[config.mk]
export PLATFORM = sky130hd
export DESIGN_NAME = in_packet
export DESIGN_NICKNAME = d
export VERILOG_FILES = /design/src/rtl/in_packet.sv
export SDC_FILE = /design/constraint.sdc
export NUM_CORES = 1
export LEC_CHECK = 0
export CORE_ASPECT_RATIO = 0.9
export CORE_MARGIN = 2
export CORE_UTILIZATION = 48
export DETAILED_ROUTE_END_ITERATION = 8
export HOLD_SLACK_MARGIN = 0.02
export MAX_ROUTING_LAYER = met4
export PLACE_DENSITY_LB_ADDON = 0.12
export SLEW_MARGIN = 20
export SYNTH_ARGS = -nofsm -noshare
export SYNTH_HDL_FRONTEND = slang
export SYNTH_SLANG_ARGS = --single-unit
[constraint.sdc]
create_clock -name Clk -period 4.08 [get_ports Clk]
set_input_delay 0.408 -clock Clk [delete_from_list [all_inputs] [get_ports Clk]]
set_output_delay 0.408 -clock Clk [all_outputs]
set_load 0.005 [all_outputs]
[src/rtl/in_packet.sv]
// in_packet: ingress stage ahead of the packet FIFO. Accepts large packets on InBus and
// writes them word-aligned into the FIFO. A packet is admitted at Sop only if the FIFO can
// hold all of it. Framing and header length are checked as the packet is written.
// Optional statistics counters (stat_pkts/stat_drops/stat_errs) are built when the
// PKT_STATS_EN macro is defined.

module in_packet #(
  parameter int unsigned DATA_WIDTH = 64,
  parameter int unsigned FIFO_DEPTH = 512,
  localparam int unsigned BYTES = DATA_WIDTH / 8,
  localparam int unsigned MW    = $clog2(BYTES) + 1,
  localparam int unsigned CW    = $clog2(FIFO_DEPTH) + 1
) (
  input  logic                  Clk,
  input  logic                  Rst,
  input  logic                  InBus_Val,
  input  logic                  InBus_Sop,
  input  logic                  InBus_Eop,
  input  logic [MW-1:0]         InBus_Mod,
  input  logic [DATA_WIDTH-1:0] InBus_Dat,
  input  logic [CW-1:0]         fifo_count,
  output logic                  fifo_wr,
  output logic [DATA_WIDTH-1:0] fifo_data_in,
  output logic                  pkt_drop,
  output logic                  InBus_Error
`ifdef PKT_STATS_EN
  ,
  output logic [31:0]           stat_pkts,
  output logic [15:0]           stat_drops,
  output logic [15:0]           stat_errs
`endif
);

  localparam int unsigned LogB = $clog2(BYTES);
  // Wide enough to add need + fifo_count + in-flight write without wrapping.
  localparam int unsigned SW   = 18;

  typedef enum logic [1:0] {StIdle, StStore, StDiscard} state_e;

  state_e                  state_q, state_d;
  logic [16:0]             byte_cnt_q, byte_cnt_d;
  logic [15:0]             hdr_len_q, hdr_len_d;
  logic [16:0]             need_q, need_d;
  logic [16:0]             wcnt_q, wcnt_d;
  logic                    wr_d, drop_d, err_d;
  logic [DATA_WIDTH-1:0]   data_d;
`ifdef PKT_STATS_EN
  logic                    pkt_done_d, pkt_done_q;
`endif

  logic [15:0]             sop_len;
  logic [SW-1:0]           sop_need;
  logic                    sop_fits;
  logic [31:0]             mask_shift;
  logic [DATA_WIDTH-1:0]   byte_mask;
  logic [DATA_WIDTH-1:0]   masked_dat;
  logic [16:0]             add_sum;

  // Admission arithmetic for a packet header on the bus; the write already in flight
  // is not yet reflected in fifo_count, so it is charged here.
  always_comb begin
    sop_len  = InBus_Dat[DATA_WIDTH-1 -: 16];
    sop_need = SW'((17'(sop_len) + 17'(BYTES - 1)) >> LogB);
    sop_fits = (sop_need + SW'(fifo_count) + SW'(fifo_wr)) <= SW'(FIFO_DEPTH);
  end

  // Zero the invalid trailing bytes of the word (valid bytes are MSB-first).
  always_comb begin
    mask_shift = (BYTES - 32'(InBus_Mod)) * 8;
    if (32'(InBus_Mod) >= BYTES) begin
      byte_mask = '1;
    end else begin
      byte_mask = {DATA_WIDTH{1'b1}} << mask_shift;
    end
    masked_dat = InBus_Dat & byte_mask;
  end

  // Next-state and next-output decode for the packet state machine.
  always_comb begin
    state_d    = state_q;
    byte_cnt_d = byte_cnt_q;
    hdr_len_d  = hdr_len_q;
    need_d     = need_q;
    wcnt_d     = wcnt_q;
    wr_d       = 1'b0;
    data_d     = fifo_data_in;
    drop_d     = 1'b0;
    err_d      = 1'b0;
    add_sum    = '0;
`ifdef PKT_STATS_EN
    pkt_done_d = 1'b0;
`endif
    if (InBus_Val) begin
      if (InBus_Sop) begin
        // A new header while a packet is open closes it without its Eop.
        if (state_q == StStore) err_d = 1'b1;
        if (sop_len < 16'd2) begin
          err_d   = 1'b1;
          state_d = InBus_Eop ? StIdle : StDiscard;
        end else if (!sop_fits) begin
          drop_d  = 1'b1;
          state_d = InBus_Eop ? StIdle : StDiscard;
        end else begin
          wr_d       = 1'b1;
          data_d     = masked_dat;
          byte_cnt_d = 17'(InBus_Mod);
          hdr_len_d  = sop_len;
          need_d     = 17'(sop_need);
          wcnt_d     = 17'd1;
          if (InBus_Eop) begin
            state_d = StIdle;
`ifdef PKT_STATS_EN
            pkt_done_d = 1'b1;
`endif
            if (17'(InBus_Mod) != {1'b0, sop_len}) err_d = 1'b1;
          end else begin
            state_d = StStore;
          end
        end
      end else begin
        unique case (state_q)
          StIdle: err_d = 1'b1;
          StStore: begin
            add_sum    = InBus_Eop ? (byte_cnt_q + 17'(InBus_Mod)) : (byte_cnt_q + 17'(BYTES));
            byte_cnt_d = add_sum;
            if (add_sum[16]) begin
              // Byte count overflow: drop the rest of this packet.
              err_d   = 1'b1;
              state_d = InBus_Eop ? StIdle : StDiscard;
            end else begin
              // Words beyond the admitted size would overrun the reserved space.
              if (wcnt_q < need_q) begin
                wr_d   = 1'b1;
                data_d = masked_dat;
                wcnt_d = wcnt_q + 17'd1;
              end else begin
                err_d = 1'b1;
              end
              if (InBus_Eop) begin
                state_d = StIdle;
`ifdef PKT_STATS_EN
                pkt_done_d = 1'b1;
`endif
                if (add_sum != {1'b0, hdr_len_q}) err_d = 1'b1;
              end else if (InBus_Mod != MW'(BYTES)) begin
                err_d = 1'b1;
              end
            end
          end
          StDiscard: if (InBus_Eop) state_d = StIdle;
          default:   state_d = StIdle;
        endcase
      end
    end
  end

  // State and registered outputs.
  always_ff @(posedge Clk) begin
    if (Rst) begin
      state_q      <= StIdle;
      byte_cnt_q   <= '0;
      hdr_len_q    <= '0;
      need_q       <= '0;
      wcnt_q       <= '0;
      fifo_wr      <= 1'b0;
      fifo_data_in <= '0;
      pkt_drop     <= 1'b0;
      InBus_Error  <= 1'b0;
    end else begin
      state_q      <= state_d;
      byte_cnt_q   <= byte_cnt_d;
      hdr_len_q    <= hdr_len_d;
      need_q       <= need_d;
      wcnt_q       <= wcnt_d;
      fifo_wr      <= wr_d;
      fifo_data_in <= data_d;
      pkt_drop     <= drop_d;
      InBus_Error  <= err_d;
    end
  end

`ifdef PKT_STATS_EN
  // Saturating event counters, counting the registered pulses one cycle later.
  always_ff @(posedge Clk) begin
    if (Rst) begin
      pkt_done_q <= 1'b0;
      stat_pkts  <= '0;
      stat_drops <= '0;
      stat_errs  <= '0;
    end else begin
      pkt_done_q <= pkt_done_d;
      if (pkt_done_q && (stat_pkts != '1)) stat_pkts <= stat_pkts + 32'd1;
      if (pkt_drop && (stat_drops != '1)) stat_drops <= stat_drops + 16'd1;
      if (InBus_Error && (stat_errs != '1)) stat_errs <= stat_errs + 16'd1;
    end
  end
`endif

endmodule

# Yosys cells after proc, flatten, opt, wreduce, memory -nomap -nowiden
# Cells that the tools add are included.
totals:
  register_bits: 134
  mem_count: 0
  latchBits: 0
  out_inout_bits: 67
  mem_bits_ro: 0
  in_bits: 83
  ramBits: 0
op_classes:
  div: 0
  n_mul: 0
  n_shift: 1
  mux: 45
  eq_ne: 9
  add_sub_neg: 7
  n_bitwise: 4
  n_reduce_logical: 9
  magnitude_cmp: 4
ops:
  columns: ["op", "n"]
  rows:
  - ["two-way mux 64 bit", 7]
  - ["two-way mux 17 bit", 11]
  - ["bitwise AND 64 bit", 1]
  - ["<< shifter 64 x 32 -> 64 bit (first input constant)", 1]
  - ["two-way mux 1 bit", 19]
  - ["adder 16 x 3 -> 17 bit (second input constant)", 1]
  - ["adder 17 x 1 -> 17 bit (second input constant)", 1]
  - ["adder 17 x 4 -> 17 bit", 1]
  - ["adder 17 x 4 -> 17 bit (second input constant)", 1]
  - ["< comparator 17 x 15 -> 1 bit", 1]
  - ["inequality test 17 x 16 -> 1 bit", 1]
  - ["adder 15 x 1 -> 16 bit", 1]
  - ["<= comparator 16 x 10 -> 1 bit (second input constant)", 1]
  - ["< comparator 16 x 2 -> 1 bit (second input constant)", 1]
  - ["inequality test 4 x 16 -> 1 bit", 1]
  - ["adder 14 x 10 -> 15 bit", 1]
  - ["two-way mux 2 bit", 6]
  - ["AND reduction 4 bit", 2]
  - ["inequality test 2 bit (second input constant)", 3]
  - ["one-hot mux 2 bit (3 select lines)", 1]
  - ["AND reduction 6 bit", 1]
  - ["subtractor 4 x 4 -> 5 bit (first input constant)", 1]
  - ["greater-or-equal comparator 4 bit (second input constant)", 1]
  - ["inequality test 4 bit (second input constant)", 1]
  - ["10 further kinds", 13]

# Depth between registers and ports, before layout
depth:
  ltp_word: 8
  mapped_depth: 17

# Worst setup path after synthesis
# OpenSTA, ideal clock, no wires.
synth_path:
  path_kind: "input to register"
  startpoint: "input port InBus_Dat[49]"
  endpoint: "register fifo_data_in[57]"
  arrival_ns: 3.803
  setup_slack_ns: 0.161
  setup_time_ns: 0.116
  required_time_ns: 3.964
  cell_stages: 14
  path_cell_list: "clkbuf_2 > o31ai_1 > nand2_1 > fa_1 > fa_1 > nand2b_1 > a21oi_1 > mux2_2 > nor4_1 > a31oi_1 > nor3_4 > nor2_2 > buf_2 > a31o_2"
synth_between:
  elab_chain_cells: 6
synth_rtl:
  columns: ["element", "line", "text"]
  rows:
  - ["start: declaration", "20", "input logic [DATA_WIDTH-1:0] InBus_Dat,"]
  - ["adder 16 x 3 -> 17 bit", "63", "sop_need = SW'((17'(sop_len) + 17'(BYTES - 1)) >> LogB);"]
  - ["adder 14 x 10 -> 15 bit", "64", "sop_fits = (sop_need + SW'(fifo_count) + SW'(fifo_wr)) <= SW'(FIFO_DEPTH);"]
  - ["adder 15 x 1 -> 16 bit", "64", null]
  - ["<= comparator 16 x 10 -> 1 bit", "64", null]
  - ["inequality test 2 x 1 -> 1 bit (no line)", null, null]
  - ["AND reduction 6 bit (no line) (*)", null, null]
  - ["end signal: assignment", "176", "fifo_data_in <= data_d;"]
  - ["end: declaration", "23", "output logic [DATA_WIDTH-1:0] fifo_data_in,"]
# Mark *: on every way between the ends. The rest lies on a longest branch, timed or not.
# A chain may end at the register's enable or synchronous reset.

# Worst setup path after layout
layout_path:
  startpoint: "input port InBus_Dat[54]"
  endpoint: "register byte_cnt_q[2]"
layout_between:
  elab_chain_cells: 6
layout_rtl:
  columns: ["element", "line", "text"]
  rows:
  - ["adder 16 x 3 -> 17 bit", "63", null]
  - ["named net sop_need[7]", "52", "logic [SW-1:0] sop_need;"]
  - ["adder 14 x 10 -> 15 bit", "64", null]
  - ["adder 15 x 1 -> 16 bit", "64", null]
  - ["<= comparator 16 x 10 -> 1 bit", "64", null]
  - ["inequality test 2 x 1 -> 1 bit (no line)", null, null]
  - ["AND reduction 4 bit (no line)", null, null]
  - ["end signal: assignment", "171", "byte_cnt_q <= byte_cnt_d;"]
  - ["end: declaration", "41", "logic [16:0] byte_cnt_q, byte_cnt_d;"]
# The timed path passes the listed nets, and every way through them passes these cells.

==> summary.txt <==
die area -> 17100 um^2
Buffers on Ports -> 149
grt ovf -> 0
CORE AREA -> 15500 um^2
synthesis-to-layout area growth -> 37.4%
clock root cell -> clkbuf_16
CP max stage delay -> 480 ps
top cell type's share of synthesized area -> 0.345
Post-Syn Area per Cell -> 8.05 um^2
CTS max path bufs -> 2
Final min period -> 3900 ps
Synth async-reset ratio -> 0
Post-Synth XOR/XNOR Area -> 0.0488
Critical Path, Cell by Cell -> clkdlybuf4s50_1, and2_1, nand4_1, or2_4, xnor2_1, ha_1, nand4_1, a2111o_1, a221oi_4, a32oi_2, a211o_1, o21ai_4, buf_6, nor2_1, a211oi_1
leakage -> 4.25 nW
worst skew pair latency -> 420 ps
Worst-Margin Slew -> 801 ps
max-slew violations -> 0
Slew headroom -> 0.463
Final setup viols -> 0
first-pass GRT wire length -> 36900 um
Reg clk slew, reported paths -> 60 ps
most used cell, CP -> nand4_1
skew final -> 12.1 ps
Pwr Total -> 3.30 mW
H-tree depth -> 4
Synthesized Nets -> 1078
Worst EP required -> 4410 ps
All-Layer GR Usage -> 0.278
Num CTS Buffers -> 17
Cell variety after synth -> 67
# hold bufs at CTS -> 0
Ports -> 150
Post-Layout Cell Count -> 1373
chip height -> 124 um
slowest CP cell -> clkdlybuf4s50_1
vias in the first global route -> 7188
critical path peak fanout -> 6
Placed Instances -> 1334
synthesized instance count -> 958
max-cap viol count -> 0
Vias -> 7812
Placer Congestion -> 0.893
largest cells by area after synthesis -> dfxtp_1 (35%), nand2_1 (7.3%), a21oi_1 (6.5%)
Seq/Total Area, Yosys -> 0.345
post-synthesis mux area share -> 0.0352
WP buf/inv -> 2
largest net degree at the start of global routing -> 52
Pre-antenna DRT Iters -> 5
Post-Synth Adder-Cell Area -> 0.0630
via/cell ratio -> 5.69
CTS tree -> yes
largest family of logic cells by synthesized area -> compound AO/OA/AOI/OAI gates
CP delay by family, top -> compound AO/OA/AOI/OAI gates
initial antenna violation count -> 0
worst hold-check path type -> register to register
simple-gate share of the synthesized area -> 0.197
outcome -> finished, final reports clean
DIE WIDTH -> 138 um
Max rail drop VDD -> 0.296 mV
warnings from Yosys -> 0
Crit. End Element -> register
Final ANT Viol Nets -> 0
# rows -> 43
largest area contributor in the netlist -> dfxtp_1
# diodes -> 0
mapped cell area -> 7710 um^2
clk sink count -> 133
synthesis-stage register bit count -> 133
achievable clock frequency -> 0.256 GHz
Compound-Gate Fraction of Synth Area -> 0.250
fill count -> 1310
final hold vios -> 0
Most used DFF post-synth -> dfxtp_1
PwrDens -> 311 nW/um^2
initial drt markers -> 509
critical path class -> input pin to register
Worst Setup Start Kind -> input pin
Worst Path Arrival -> 4230 ps
DR WL/cell -> 17.0 um
WHS -> 444 ps
layout cells sized above 1 -> 0.153
Post-synth EDFFs -> 0
DP Wirelength -> 16800 um
Final period util -> 0.957
drt drc -> 0
Final nets -> 1278
Initial Utilization -> 0.496
drt total wl -> 23400 um
==> power breakdown <==
part | leakage, nW | switching (mW) | internal, mW
clock | 0.265 | 0.618 | 0.876
sequential | 1.07 | 0.00491 | 1.31
combinational | 2.92 | 0.253 | 0.239
==> worst reg2reg max path: stages, from the launching register on <==
cell and delay, ps:
dfxtp_1 440, inv_1 100, fa_2 370, fa_1 400, nand2b_4 170, a2111o_1 420
a221oi_4 370, a32oi_2 200, a211o_1 390, o21ai_4 280, buf_6 160, nor2_1 50
a211oi_1 230
==> Yosys cell counts (all sizes together) (2+ instances only) <==
library cell,count
o31ai,4
nor2b,4
xnor2,28
dfxtp,133
a221oi,5
o211ai,21
clkbuf,38
and3,8
buf,21
a311oi,7
o32ai,2
nor3,13
o22a,2
nor2,48
a2111o,7
ha,34
o211a,2
nand4,15
a211o,5
a211oi,19
or3,5
inv,52
o22ai,5
and4,4
xor2,15
nand2b,9
nand3,37
nand2,149
mux2i,26
o21ai,27
a21o,11
o2111ai,12
and2,12
fa,3
a21oi,100
nor3b,3
or2,6
a31o,25
o21a,4
a31oi,8
a2111oi,2
a41oi,5
a32o,2
nor4,9
==> logic make-up after synthesis <==
| group | Yosys count |
|---|---|
| AND/OR/NAND/NOR | 325 |
| XOR/XNOR | 43 |
| AO/OA/AOI/OAI | 282 |
| buffers and inverters | 111 |
| flip-flops | 133 |
| adder cells (fa/ha/maj) | 37 |
| multiplexers | 27 |
==> sequential cells by signal, summed over array words and instances, names as in the netlist <==
name          cells
fifo_data_in     64
byte_cnt_q       17
wcnt_q           17
hdr_len_q        16
need_q           14
state_q           2
InBus_Error       1
fifo_wr           1
pkt_drop          1
==> cell type report <==
| type | count | area, um^2 | area share |
|---|---|---|---|
| multi-input cells | 714 | 4700 | 0.443 |
| flip-flops and latches | 133 | 2660 | 0.251 |
| repair buffers | 240 | 2210 | 0.209 |
| clock buffers | 19 | 453 | 0.0427 |
| well taps | 202 | 253 | 0.0238 |
| inverters | 52 | 195 | 0.0184 |
| clock inverters | 13 | 124 | 0.0117 |
==> path summary, 6_finish.rpt <==
| kind | from | to | slack [ps] | depth (start not counted) |
|---|---|---|---|---|
| setup / recovery | InBus_Dat[54] | byte_cnt_q[2] | 180 | 15 |
| hold / removal | need_q[10] | need_q[10] | 440 | 2 |
| setup reg to reg | fifo_wr | byte_cnt_q[2] | 420 | 12 |
| hold reg to reg | need_q[10] | need_q[10] | 440 | 2 |
==> cell usage in the layout (no fill, tap or decap), types with 7 or more instances in the layout <==
master           Yosys  final
o21ai_0             25     24
and2_1              12     12
ha_1                34     34
clkdlybuf4s50_1      0    143
o211ai_1            21     21
a21oi_1            100     98
and3_1               8      8
nor3_1              11     11
nor4_1               9      9
nor2_1              47     45
dfxtp_1            133    133
buf_4                2     84
o2111ai_1           12     12
nand3_1             37     35
a211oi_1            18     18
clkbuf_16            0     17
nand2b_1             9      8
a21o_1              11     11
mux2i_1             26     26
a31o_2              25     25
xor2_1              15     15
xnor2_1             28     28
nand2_1            149    149
inv_1               51     51
a2111o_1             7      7
a31oi_1              8      7
nand4_1             15     15
==> metrics by stage <==
stage	setup WS (ps)	setup TNS (ps)	utilization	area, um^2
after floorplan	161	0	-	7710
after global placement	-508	-50920	0.633	9840
after detailed placement	-466	-47490	0.633	9840
after CTS	57.2	0	0.671	10400
after global routing	-29.3	-29.9	0.682	10600
final	177	0	0.682	10600
==> per-layer routing <==
layer | track usage | wire length, um | up-vias
met5 | - | 0 | -
li1 | - | - | 3858
met3 | 0.0571 | 1360 | 17
met4 | 0.0594 | 230 | 0
met1 | 0.388 | 11000 | 3672
met2 | 0.417 | 10800 | 265
==> what timing repair did <==
| item | CTS | global route |
|---|---|---|
| cloned | 0 | 1 |
| gates resized for setup | 3 | 26 |
| setup endpoints to repair | 11 | 132 |
| pin swaps | 0 | 12 |
| buffers inserted | 0 | 6 |
Note: power is estimated with default switching activity, not from simulation.
